### config.mk
export PLATFORM = sky130hd
export DESIGN_NAME = alu_share_arbiter
export DESIGN_NICKNAME = d
export VERILOG_FILES = /design/src/rtl/alu_share_arbiter.sv
export SDC_FILE = /design/constraint.sdc
export NUM_CORES = 1
export LEC_CHECK = 0
export CORE_MARGIN = 2
export CORE_UTILIZATION = 25
export CTS_BUF_LIST = sky130_fd_sc_hd__clkbuf_16
export CTS_CLUSTER_DIAMETER = 60
export DETAILED_ROUTE_END_ITERATION = 8
export GPL_ROUTABILITY_DRIVEN = 0
export GPL_TIMING_DRIVEN = 0
export PLACE_DENSITY_LB_ADDON = 0.3
export SYNTH_ARGS = -nofsm -noshare
export SYNTH_HDL_FRONTEND = slang
export SYNTH_SLANG_ARGS = --single-unit
### constraint.sdc
create_clock -name clk -period 1.78 [get_ports clk]
set_input_delay 0.356 -clock clk [delete_from_list [all_inputs] [get_ports clk]]
set_output_delay 0.356 -clock clk [all_outputs]
set_load 0.05 [all_outputs]
### src/rtl/alu_share_arbiter.sv
// Round-robin arbiter/sequencer sharing one combinational ALU among N_REQ requesters.
// Accepts one {opcode, a, b} transaction, runs it through the ALU for one cycle and returns the result.
module alu_share_arbiter #(
  parameter int N_REQ  = 4,
  parameter int DATA_W = 8,
  parameter int OP_W   = 8
) (
  input  logic                     clk,
  input  logic                     reset,
  input  logic [N_REQ-1:0]         req_valid,
  output logic [N_REQ-1:0]         req_ready,
  input  logic [N_REQ*OP_W-1:0]    req_opcode,
  input  logic [N_REQ*DATA_W-1:0]  req_a,
  input  logic [N_REQ*DATA_W-1:0]  req_b,
  output logic [N_REQ-1:0]         rsp_valid,
  input  logic [N_REQ-1:0]         rsp_ready,
  output logic [DATA_W-1:0]        rsp_result,
  output logic [4:0]               rsp_flags,
  output logic                     rsp_err,
  output logic [OP_W-1:0]          alu_opcode,
  output logic [DATA_W-1:0]        alu_a,
  output logic [DATA_W-1:0]        alu_b,
  input  logic [DATA_W-1:0]        alu_result,
  input  logic [4:0]               alu_flags,
  output logic                     busy,
  output logic [2:0]               grant_id,
  output logic [1:0]               dbg_state
);

  localparam int IDX_W = (N_REQ > 1) ? $clog2(N_REQ) : 1;
  localparam logic [OP_W-1:0] OP_NOP = '1;
  localparam logic [OP_W-1:0] OP_DIV = OP_W'(3);
  localparam logic [OP_W-1:0] OP_MOD = OP_W'(4);

  typedef enum logic [1:0] {
    IDLE = 2'd0,
    EXEC = 2'd1,
    RESP = 2'd2
  } state_e;

  state_e               state_q, state_d;
  logic [IDX_W-1:0]     rr_ptr_q, gnt_q;
  logic [OP_W-1:0]      op_q;
  logic [DATA_W-1:0]    a_q, b_q;
  logic [DATA_W-1:0]    result_q;
  logic [4:0]           flags_q;
  logic                 err_q;

  logic                 found;
  logic [IDX_W-1:0]     win;
  logic [IDX_W-1:0]     idx;
  logic                 div0;

  // Handshakes: a request transfers on the edge where req_valid[i] & req_ready[i];
  // a response completes on the edge where rsp_valid[g] & rsp_ready[g] for the granted g.

  // Scan starts just after the last winner, so the last winner has lowest priority.
  always_comb begin
    found = 1'b0;
    win   = '0;
    idx   = '0;
    for (int k = 1; k <= N_REQ; k++) begin
      idx = IDX_W'((int'(rr_ptr_q) + k) % N_REQ);
      if (!found && req_valid[idx]) begin
        found = 1'b1;
        win   = idx;
      end
    end
  end

  assign div0 = ((op_q == OP_DIV) || (op_q == OP_MOD)) && (b_q == '0);

  always_comb begin
    state_d = state_q;
    case (state_q)
      IDLE:    if (found) state_d = EXEC;
      EXEC:    state_d = RESP;
      RESP:    if (rsp_ready[gnt_q]) state_d = IDLE;
      default: state_d = IDLE;
    endcase
  end

  always_ff @(posedge clk or posedge reset) begin
    if (reset) state_q <= IDLE;
    else       state_q <= state_d;
  end

  always_ff @(posedge clk or posedge reset) begin
    if (reset) begin
      rr_ptr_q <= IDX_W'(N_REQ - 1);
      gnt_q    <= '0;
      op_q     <= '0;
      a_q      <= '0;
      b_q      <= '0;
      result_q <= '0;
      flags_q  <= '0;
      err_q    <= 1'b0;
    end else begin
      if (state_q == IDLE && found) begin
        op_q     <= req_opcode[int'(win)*OP_W +: OP_W];
        a_q      <= req_a[int'(win)*DATA_W +: DATA_W];
        b_q      <= req_b[int'(win)*DATA_W +: DATA_W];
        gnt_q    <= win;
        rr_ptr_q <= win;
      end
      if (state_q == EXEC) begin
        // A zero divisor never reaches the ALU; the response is a fixed error pattern.
        if (div0) begin
          result_q <= '1;
          flags_q  <= '0;
          err_q    <= 1'b1;
        end else begin
          result_q <= alu_result;
          flags_q  <= alu_flags;
          err_q    <= 1'b0;
        end
      end
    end
  end

  always_comb begin
    req_ready = '0;
    rsp_valid = '0;
    if (state_q == IDLE && found) req_ready[win] = 1'b1;
    if (state_q == RESP) rsp_valid[gnt_q] = 1'b1;
  end

  assign alu_opcode = (state_q == EXEC && !div0) ? op_q : OP_NOP;
  assign alu_a      = a_q;
  assign alu_b      = b_q;
  assign rsp_result = result_q;
  assign rsp_flags  = flags_q;
  assign rsp_err    = err_q;
  assign busy       = (state_q != IDLE);
  assign grant_id   = 3'(gnt_q);
  assign dbg_state  = state_q;

endmodule

==> results.toml, run 1 <==
[run_status]
result_of_the_run = "complete, but fails checks"
failed_checks = "negative setup slack"

[worst_setup_path]
crit_type = "reg -> out"
end_kind = "output pin"
critical_path.startpoint_type = "flip-flop"
worstPathRequired_ps = 1420
critical_path_buf_inv_count = 3
path_delay_family = "flip-flops"
timing.critical_path.slowest_cell_delay_ps = 580
cp_cell_sequence = "nand2b_4 -> o21ai_2 -> a211oi_2 -> buf_6 -> buf_12 -> and3_4 -> buf_8"
ff_to_ff_start = "rr_ptr_q[0]"
critical_path_arrival_ps = 1870
cp_max_fo = 7
timing.critical_path.from = "rr_ptr_q[0]"
crit_path_top_delay_cell = "dfstp_2"

[drt]
drt-vias-per-instance = 4.92
drt_drc_violations_left = 0
route.vias.total = 3184
antenna_violating_nets_post_route = 0
routed_wire_length_per_instance_um = 17.8
detailedRoute.firstIterationViolations = 99
drt_wl_total_mm = 11.5
drt_pass1_iterations = 4

[final_layout]
fillerInstances = 1008
net_count_reported_at_finish = 625
antenna-diode-count = 0
relative_area_change_from_synthesis_to_final_layout_pct = 98.9
fin_area_um2 = 5540
layout.cells.non_filler = 647
share_of_final_layout_standard_cells_stronger_than_drive_strength_1 = 0.333
area_occupied_by_registers_um2 = 1110
multiInputGateArea_um2 = 1730

[power]
net-switching-power_mw = 5.13
max-vdd-ir-drop_mv = 0.827
internal_power_mw = 5.42
clock_power_share = 0.099
power.sequential.fraction = 0.190
p_leak_nw = 2.32
power.combinational.fraction = 0.711
pwr_density_cell_nw_per_um2 = 1900
sw_frac_of_total = 0.487

[placed_design]
area_of_placed_instances_um2 = 4770
numPortBuffers = 169
dp_hpwl_mm = 8.24
placed_cells_incl_taps = 599
preCtsSetupSlack_ps = -1410

[cts]
h-tree-depth = 2
cts_tree = "done"
cts_buffers = 5
clockBufferDepth = 2
tritoncts_sinks = 44
clk_transition_reported_paths_ps = 60
cts_root_buf = "clkbuf_16"
clkLatencyLatePin_ps = 280

[yosys]
syn-instance-count = 289
synthDistinctLibCells = 45
synthesized_area_fraction_occupied_by_ao_oa_aoi_and_oai_cells = 0.303
simple_gate_share_of_the_synthesized_area = 0.139
synth_async_sr_flop_share = 1.00
ys_seq_area_frac = 0.396
syn_area_per_cell_um2 = 9.64
synth_seq_cells = 44
netlist_area_um2 = 2790
dominantRegCellSynth = "dfrtp_1"
synth-edff-count = 0
synth-xor-area-share = 0
synth_mux_area_frac = 0.0943
synth-adder-area-share = 0
synthesized_netlist_net_count = 408
yosys_warnings = 0
synth_top_family_by_area = "compound AO/OA/AOI/OAI gates"

[sta]
setup_ws_ps = -444
grt_setup_unrepaired = "true"
final_total_negative_setup_slack_ps = -7040
setup_viol = 36
timing_worst_slew_pin_value_ps = 582
final.period_utilization = 1.25
max_slew_margin = 0.612
fmax_mhz = 450
post_route_skew_ps = 5.11
drv_slew = 0
hold_viol = 0
fin_crit_ps = 2220

[global_route]
grt_max_degree = 28
grt_pass1_wl_mm = 16.8
total_global_routing_overflow = 0
antenna_found_initial = 0
vias_in_the_first_global_route = 3227
grt_use_total = 0.186

[floorplanning]
floorplan.die_area_um2 = 12000
start_util = 0.257
rows = 38
io-pin-count = 171
die_width_um = 110
floorplan.die.height_um = 110
core_um2 = 10800

[min_path]
hp-class = "in -> async"

[run]
max_cap_violations = 0
## metrics by stage
step / hold slack, ps / power [mW] / utilization
floorplan: 482 / 6.30 / -
global placement: 466 / 8.25 / 0.438
detailed placement: 482 / 8.37 / 0.440
CTS: 408 / 10.2 / 0.493
global route: 420 / 11.1 / 0.511
finish: 397 / 10.6 / 0.511
## synth_stat cells, types with 2 or more instances
library cell / number / area (um2)
a21oi_1: 6 / 30.0
a221oi_1: 14 / 123
nand2b_1: 4 / 25.0
o22ai_2: 10 / 125
a221oi_2: 10 / 150
buf_2: 10 / 50.1
nor2b_1: 2 / 12.5
nor3_1: 4 / 20.0
buf_6: 2 / 22.5
nor2_1: 36 / 135
dfstp_2: 2 / 52.6
and3_1: 2 / 12.5
o21ai_1: 2 / 10.0
o22ai_1: 15 / 93.8
or2_2: 9 / 56.3
o22a_1: 8 / 70.1
mux2i_1: 24 / 240
nand2_1: 13 / 48.8
buf_4: 2 / 15.0
nor4_1: 2 / 12.5
dfrtp_1: 42 / 1050
o21ai_0: 33 / 165
a211oi_1: 2 / 15.0
inv_1: 9 / 33.8
clkbuf_1: 6 / 22.5
## routing by layer
metal | global-route usage | wire, um | share of wire
met2 | 0.337 | 5740 | 0.50
met1 | 0.216 | 4620 | 0.40
met5 | 0 | 0 | 0
met4 | 0.0506 | 225 | 0.019
met3 | 0.0456 | 961 | 0.083
## placed cells by master (no fill, tap or decap), types with 12 or more instances in the layout
cell type        netlist  final
clkdlybuf4s50_1        0    114
buf_8                  1     16
a221oi_2              10     15
nor2_1                36     32
buf_4                  2     36
mux2i_1               24     16
buf_6                  2     13
o22ai_1               15     15
nand2_1               13     12
dlygate4sd2_1          0     37
dfrtp_1               42     34
o21ai_0               33     31
## final timing paths
kind | to | slack (ps) | cells past startpoint
max | req_ready[2] | -440 | 7
min | rsp_result[0] | 400 | 2
max reg2reg | op_q[0] | -220 | 8
min reg2reg | rsp_flags[2] | 490 | 2
max in group asynchronous | alu_b[0] | 870 | 3
min in group clk | rsp_flags[2] | 490 | 2
## flip-flops by register name, indices dropped and copies added, names as in the netlist
register,cells
alu_a,8
alu_b,8
op_q,8
rsp_result,8
rsp_flags,5
dbg_state,2
gnt_q,2
rr_ptr_q,2
rsp_err,1
## power by group through the flow
| stage | Clock [mW] | Sequential [mW] | Combinational [mW] |
|---|---|---|---|
| global route | 1.10 | 2.08 | 7.95 |
| floorplan | 0 | 3.24 | 3.06 |
| finish | 1.04 | 2.01 | 7.50 |
| detailed placement | 0 | 2.03 | 6.34 |
| global placement | 0 | 2.01 | 6.25 |
| CTS | 1.07 | 2.01 | 7.10 |
## final cells by class
| cell class | instances | share of cell area |
|---|---|---|
| inverter | 10 | 0.00723 |
| tap | 140 | 0.0316 |
| buffer | 21 | 0.0456 |
| timing repair buffer | 211 | 0.372 |
| sequential | 44 | 0.201 |
| clock inverter | 3 | 0.00678 |
| multi-input combinational | 213 | 0.313 |
| clock buffer | 5 | 0.0226 |
## kinds of logic after synthesis
kind of cell	after synthesis
other	1
muxes	25
and+or+nand+nor	80
buffers and inverters	32
AOI/OAI and AO/OA	107
DFF	44
## timing repair
action	CTS	global route
gates resized for setup	201	40
setup endpoints to repair	86	42
hold buffers	0	0
setup buffers	33	9
pin swaps	11	10
cloned	1	1
Note: power is estimated with default switching activity, not from simulation.
==> inputs of run 2 (changes only) <==
--- a/config.mk
+++ b/config.mk
@@ -14,2 +14,3 @@
 export GPL_TIMING_DRIVEN = 0
+export HOLD_SLACK_MARGIN = 0.15
 export PLACE_DENSITY_LB_ADDON = 0.3
@@ -18 +19,2 @@
 export SYNTH_SLANG_ARGS = --single-unit
+export TNS_END_PERCENT = 5
==> constraint.sdc (replaced) <==
create_clock -name clk -period 1.78 [get_ports clk]
set_input_delay 0.534 -clock clk [delete_from_list [all_inputs] [get_ports clk]]
set_output_delay 0.534 -clock clk [all_outputs]
set_load 0.05 [all_outputs]
==> run 2 against run 1 <==
Effect of this change: the flow still finishes with violations (negative setup slack); clock skew is 1.9 ps lower; non-clock buffer count is 19 lower; sequential share of layout area is 0.92 points higher; critical path depth is 1 higher; worst hold slack better by 79 ps; register-to-register slack better by 60 ps; clock power hardly changed; worst setup slack worse by 170 ps; global-route usage is 0.14 points lower; critical path type unchanged.
==> results.toml, run 2 (synthesis gave the netlist of run 1 again) <==
[cts]
tritoncts_sinks = 44
clkLatencyLatePin_ps = 280
h-tree-depth = 2
cts_buffers = 5
cts-hold-fix-buffers = 0
cts_root_buf = "clkbuf_16"
clk_transition_reported_paths_ps = 60
clockBufferDepth = 2
cts_tree = "done"

[sta]
grt_setup_unrepaired = "true"
drv_slew = 0
post_route_skew_ps = 3.26
fmax_mhz = 418
timing_worst_slew_pin_value_ps = 549
fin_crit_ps = 2390
setup_viol = 37
hold_viol = 0
final.period_utilization = 1.35
max_slew_margin = 0.634
setup_ws_ps = -614

[worst_setup_path]
ff2ff_setup_slack_ps = -160
critical_path_arrival_ps = 1860
cp_cell_sequence = "or2_4 -> a21o_1 -> buf_6 -> inv_4 -> buf_8 -> buf_8 -> and3_4 -> buf_8"
cp_max_fo = 5
worstPathRequired_ps = 1250
crit_type = "reg -> out"
end_kind = "output pin"
crit_top_cell = "buf_8"
critical_path.startpoint_type = "flip-flop"
path_delay_family = "buffers and inverters"
crit_path_top_delay_cell = "dfrtp_2"
critical_path_buf_inv_count = 5
timing.critical_path.slowest_cell_delay_ps = 430

[global_route]
gr-usage-met1 = 0.224
grt_pass1_wl_mm = 17.0
use_met3 = 0.0385
grt_use_total = 0.184
grt_max_degree = 25
vias_in_the_first_global_route = 3184
antenna_found_initial = 0
global_route.usage.met2 = 0.340
total_global_routing_overflow = 0
grt-busiest-layer = "met2"

[final_layout]
share_of_final_layout_standard_cells_stronger_than_drive_strength_1 = 0.297
relative_area_change_from_synthesis_to_final_layout_pct = 89.3
layout.cells.non_filler = 628
antenna-diode-count = 0
final_common_cell = "clkdlybuf4s50_1"
fin_area_um2 = 5270
fillerInstances = 1058
area_occupied_by_registers_um2 = 1110
net_count_reported_at_finish = 606
multiInputGateArea_um2 = 1650
layout_common_cells = "clkdlybuf4s50_1, dfrtp_1, o21ai_0, nor2_1, buf_4"

[drt]
drt-vias-per-instance = 4.92
drt_drc_violations_left = 0
routed_wire_length_per_instance_um = 17.5
route.vias.total = 3089
detailedRoute.firstIterationViolations = 133
antenna_violating_nets_post_route = 0
drt_wl_total_mm = 11.0
drt_pass1_iterations = 4

[run_status]
failed_checks = "negative setup slack"
result_of_the_run = "complete, but fails checks"

[power]
max-vdd-ir-drop_mv = 1.13
power.combinational.fraction = 0.692
pwr_density_cell_nw_per_um2 = 1870
power.sequential.fraction = 0.201
sw_frac_of_total = 0.498
internal_power_mw = 4.95
net-switching-power_mw = 4.92
clock_power_share = 0.107
p_leak_nw = 2.19

[floorplanning]
die_width_um = 110
floorplan.die_area_um2 = 12000
core_um2 = 10800
floorplan.die.height_um = 110
io-pin-count = 171
start_util = 0.257
rows = 38

[placed_design]
numPortBuffers = 169
placed_cells_incl_taps = 599
area_of_placed_instances_um2 = 4720
dp_hpwl_mm = 8.19

[min_path]
hp-class = "reg -> reg"

[run]
max_cap_violations = 0
-- run 2: cell count changes in the layout (fill, tap and decap cells not counted), moves of 5 or more --
cell             change
a221oi_2             -5
buf_4               -10
clkdlybuf4s15_2     +11
dlygate4sd2_1       -15
mux2i_1              +5
-- run 2: layer usage --
layer | routed length [um] | up-vias
met2 | 5790 | 102
met3 | 683 | 5
met1 | 4460 | 1511
met5 | 0 | -
li1 | - | 1471
met4 | 49 | 0
-- run 2: power by group through the flow --
stage	combinational (mW)	sequential, mW	clock (mW)
after floorplan	2.99	3.21	0
after detailed placement	6.30	1.99	0
final	6.84	1.98	1.05
after global routing	7.29	2.07	1.11
after global placement	6.21	1.96	0
after CTS	6.75	1.97	1.08
-- run 2: layout make-up --
class	instances	share of cell area
inverters	10	0.00759
repair buffers	191	0.362
flip-flops and latches	44	0.210
clock buffers	5	0.0237
well taps	140	0.0332
multi-input cells	213	0.313
plain buffers	22	0.0427
clock inverters	3	0.00736
-- run 2: stage by stage --
step	util	TNS (ps)	hold WS, ps	power, mW	setup slack, ps
floorplan	-	-6800	512	6.20	-559
global placement	0.434	-75880	467	8.17	-1740
detailed placement	0.436	-41250	474	8.28	-1800
CTS	0.479	-9410	483	9.81	-610
global route	0.486	-13030	517	10.5	-680
finish	0.486	-9280	476	9.88	-614
-- run 2: what timing repair did --
action,CTS,global route
gates resized for setup,214,32
endpoints found under the setup margin,93,48
gates cloned,0,0
pin swaps,8,3
setup buffers,20,1
hold endpoints to repair,0,0
-- run 2: worst paths after layout --
| kind | from | end | cells past startpoint |
|---|---|---|---|
| max | dbg_state[0] | req_ready[2] | 8 |
| min | rsp_flags[0] | rsp_flags[0] | 2 |
| max reg2reg | rr_ptr_q[0] | alu_a[2] | 8 |
| min reg2reg | rsp_flags[0] | rsp_flags[0] | 2 |
| max in group asynchronous | reset | alu_a[5] | 3 |
| min in group asynchronous | reset | rsp_flags[1] | 2 |
-- run 2: tightest hold or removal path, stage by stage (launching register included) --
cell and delay [ps]:
dfrtp_1 340, nand2_1 40, o21ai_0 60
==> inputs of run 3 (changes only) <==
Settings changed: CORE_UTILIZATION 25 to 30, GPL_ROUTABILITY_DRIVEN 0 to unset.
==> run 3 against run 2 <==
Effect of this change: the run still ends with negative setup slack left; count of clock-buffer cells in the layout did not move; core utilization rose by 9.8 points; wire length barely moved; global-route usage rose by 2.5 points; worst hold slack improved by 5.8 ps; via count rose by 1.4%; critical path depth rose by 1; sequential share of layout area fell by 0.26 points; combinational power rose by 3.5%; sequential power barely moved; worst setup slack got worse by 3.7 ps; critical path type is now in -> out; largest cell class unchanged; largest power group unchanged; highest routed layer unchanged.
==> results.toml, run 3 (synthesis gave the netlist of run 1 again) <==
[min_path]
hp-class = "reg -> reg"
holdCritStartpoint = "rsp_flags[2]"

[global_route]
vias_in_the_first_global_route = 3190
grt_max_degree = 24
grt_pass1_wl_mm = 16.4
total_global_routing_overflow = 0
grt_use_total = 0.209
antenna_found_initial = 0

[drt]
drt_drc_violations_left = 0
drt_pass1_iterations = 4
drt-vias-per-instance = 5.21
routed_wire_length_per_instance_um = 18.3
antenna_violating_nets_post_route = 0
route.vias.total = 3133
drt_wl_total_mm = 11.0
detailedRoute.firstIterationViolations = 115

[worst_setup_path]
timing.critical_path.from = "req_valid[2]"
critical_path_arrival_ps = 1860
worstPathRequired_ps = 1250
critical_path_buf_inv_count = 5
critical_path.startpoint_type = "input port"
crit_cells = 9
path_delay_family = "buffers and inverters"
crit_type = "in -> out"
reg2reg_depth = 7
ff_to_ff_start = "rr_ptr_q[0]"
crit_path_top_delay_cell = "dlygate4sd2_1"
ff2ff_setup_slack_ps = -220
critPathCapture = "req_ready[3]"
cp_max_fo = 7
worst_r2r_endpoint = "alu_b[7]"
cp_cell_sequence = "dlygate4sd2_1 -> nand2b_1 -> a21oi_1 -> a211oi_2 -> buf_6 -> buf_12 -> buf_4 -> nor2_4 -> buf_6"
timing.critical_path.slowest_cell_delay_ps = 300
crit_top_cell = "buf_6"
end_kind = "output pin"

[cts]
cts_root_buf = "clkbuf_16"
clkLatencyLatePin_ps = 290
cts-hold-fix-buffers = 0
tritoncts_sinks = 44
clk_transition_reported_paths_ps = 70
h-tree-depth = 2
clockBufferDepth = 2
cts_tree = "done"
cts_buffers = 5

[floorplanning]
io-pin-count = 171
floorplan.die.height_um = 100
core_um2 = 9110
die_width_um = 100
floorplan.die_area_um2 = 10100
rows = 35
start_util = 0.306

[final_layout]
net_count_reported_at_finish = 608
fillerInstances = 793
share_of_final_layout_standard_cells_stronger_than_drive_strength_1 = 0.296
relative_area_change_from_synthesis_to_final_layout_pct = 91.2
multiInputGateArea_um2 = 1620
antenna-diode-count = 0
area_occupied_by_registers_um2 = 1110
final_common_cell = "clkdlybuf4s50_1"
layout.cells.non_filler = 601
layout_common_cells = "clkdlybuf4s50_1, dfrtp_1, nor2_1, o21ai_0"

[sta]
fmax_mhz = 417
grt_setup_unrepaired = "true"
fin_crit_ps = 2400
post_route_skew_ps = 7.78
hold_slack_ps = 482
hold_viol = 0
setup_ws_ps = -618
final.period_utilization = 1.35
timing_worst_slew_pin_value_ps = 602
setup_viol = 47
drv_slew = 0
max_slew_margin = 0.598

[run]
max_cap_violations = 0

[power]
finalPower_mw = 10.1
pwr_density_cell_nw_per_um2 = 1900
max-vdd-ir-drop_mv = 0.647
p_leak_nw = 2.35

[run_status]
failed_checks = "negative setup slack"
result_of_the_run = "complete, but fails checks"

[placed_design]
place_congestion = 0.869
dp_hpwl_mm = 8.06
placed_cells_incl_taps = 570
numPortBuffers = 169
preCtsSetupSlack_ps = -1760
[run 3: changes by cell type in the layout (fill, tap and decap cells not counted), sizes merged]
cell	before	now
buf	55	58
dlygate4sd2	22	1
clkbuf	12	13
clkdlybuf4s15	15	13
clkinvlp	0	1
dlymetal6s2s	0	21
clkinv	1	0
[run 3: worst min-delay path by stage]
stage                              end  slack [ps]  cells after the start
after global placement    rsp_flags[3]         460                      2
after CTS                 rsp_flags[4]         490                      2
final                     rsp_flags[2]         480                      2
after floorplan            rr_ptr_q[0]         510                      2
after detailed placement  rsp_flags[4]         470                      2
after global routing           rsp_err         510                      1
[run 3: per-layer routing]
layer,global-route usage,share of wire,vias up
met3,0.0508,0.073,10
met4,0.0558,0.010,0
met2,0.363,0.51,138
met1,0.259,0.41,1499
met5,0,0,-
li1,-,-,1486
[run 3: metrics by stage]
| stage | setup TNS (ps) | area, um2 | utilization |
|---|---|---|---|
| floorplan | -6800 | 2840 | - |
| global placement | -74850 | 4670 | 0.513 |
| detailed placement | -41790 | 4690 | 0.515 |
| CTS | -15470 | 5230 | 0.574 |
| global route | -15270 | 5330 | 0.585 |
| finish | -10730 | 5330 | 0.585 |
[run 3: where the power goes]
| part | total, mW | internal [mW] | leakage (nW) | switching (mW) |
|---|---|---|---|---|
| clock | 1.07 | 0.667 | 0.0804 | 0.406 |
| combinational | 7.08 | 2.99 | 1.78 | 4.08 |
| sequential | 1.99 | 1.53 | 0.490 | 0.459 |
| total | 10.1 | 5.19 | 2.35 | 4.95 |
[run 3: final cells by class]
| type | instances | area share |
|---|---|---|
| flip-flops and latches | 44 | 0.208 |
| repair buffers | 194 | 0.381 |
| clock buffers | 5 | 0.0235 |
| multi-input cells | 213 | 0.304 |
| clock inverters | 3 | 0.00869 |
| well taps | 111 | 0.0261 |
| inverters | 10 | 0.00752 |
| plain buffers | 21 | 0.0416 |
[run 3: worst min-delay path, cell delays in order (launching register included)]
cell and delay (ps):
dfrtp_1 340, nand2_1 40, o21ai_1 60
[run 3: what timing repair did]
item,4_1_cts,5_1_grt
pin swaps,12,3
endpoints found under the hold margin,0,0
endpoints found under the setup margin,93,79
setup buffers,23,1
gates resized for setup,206,44
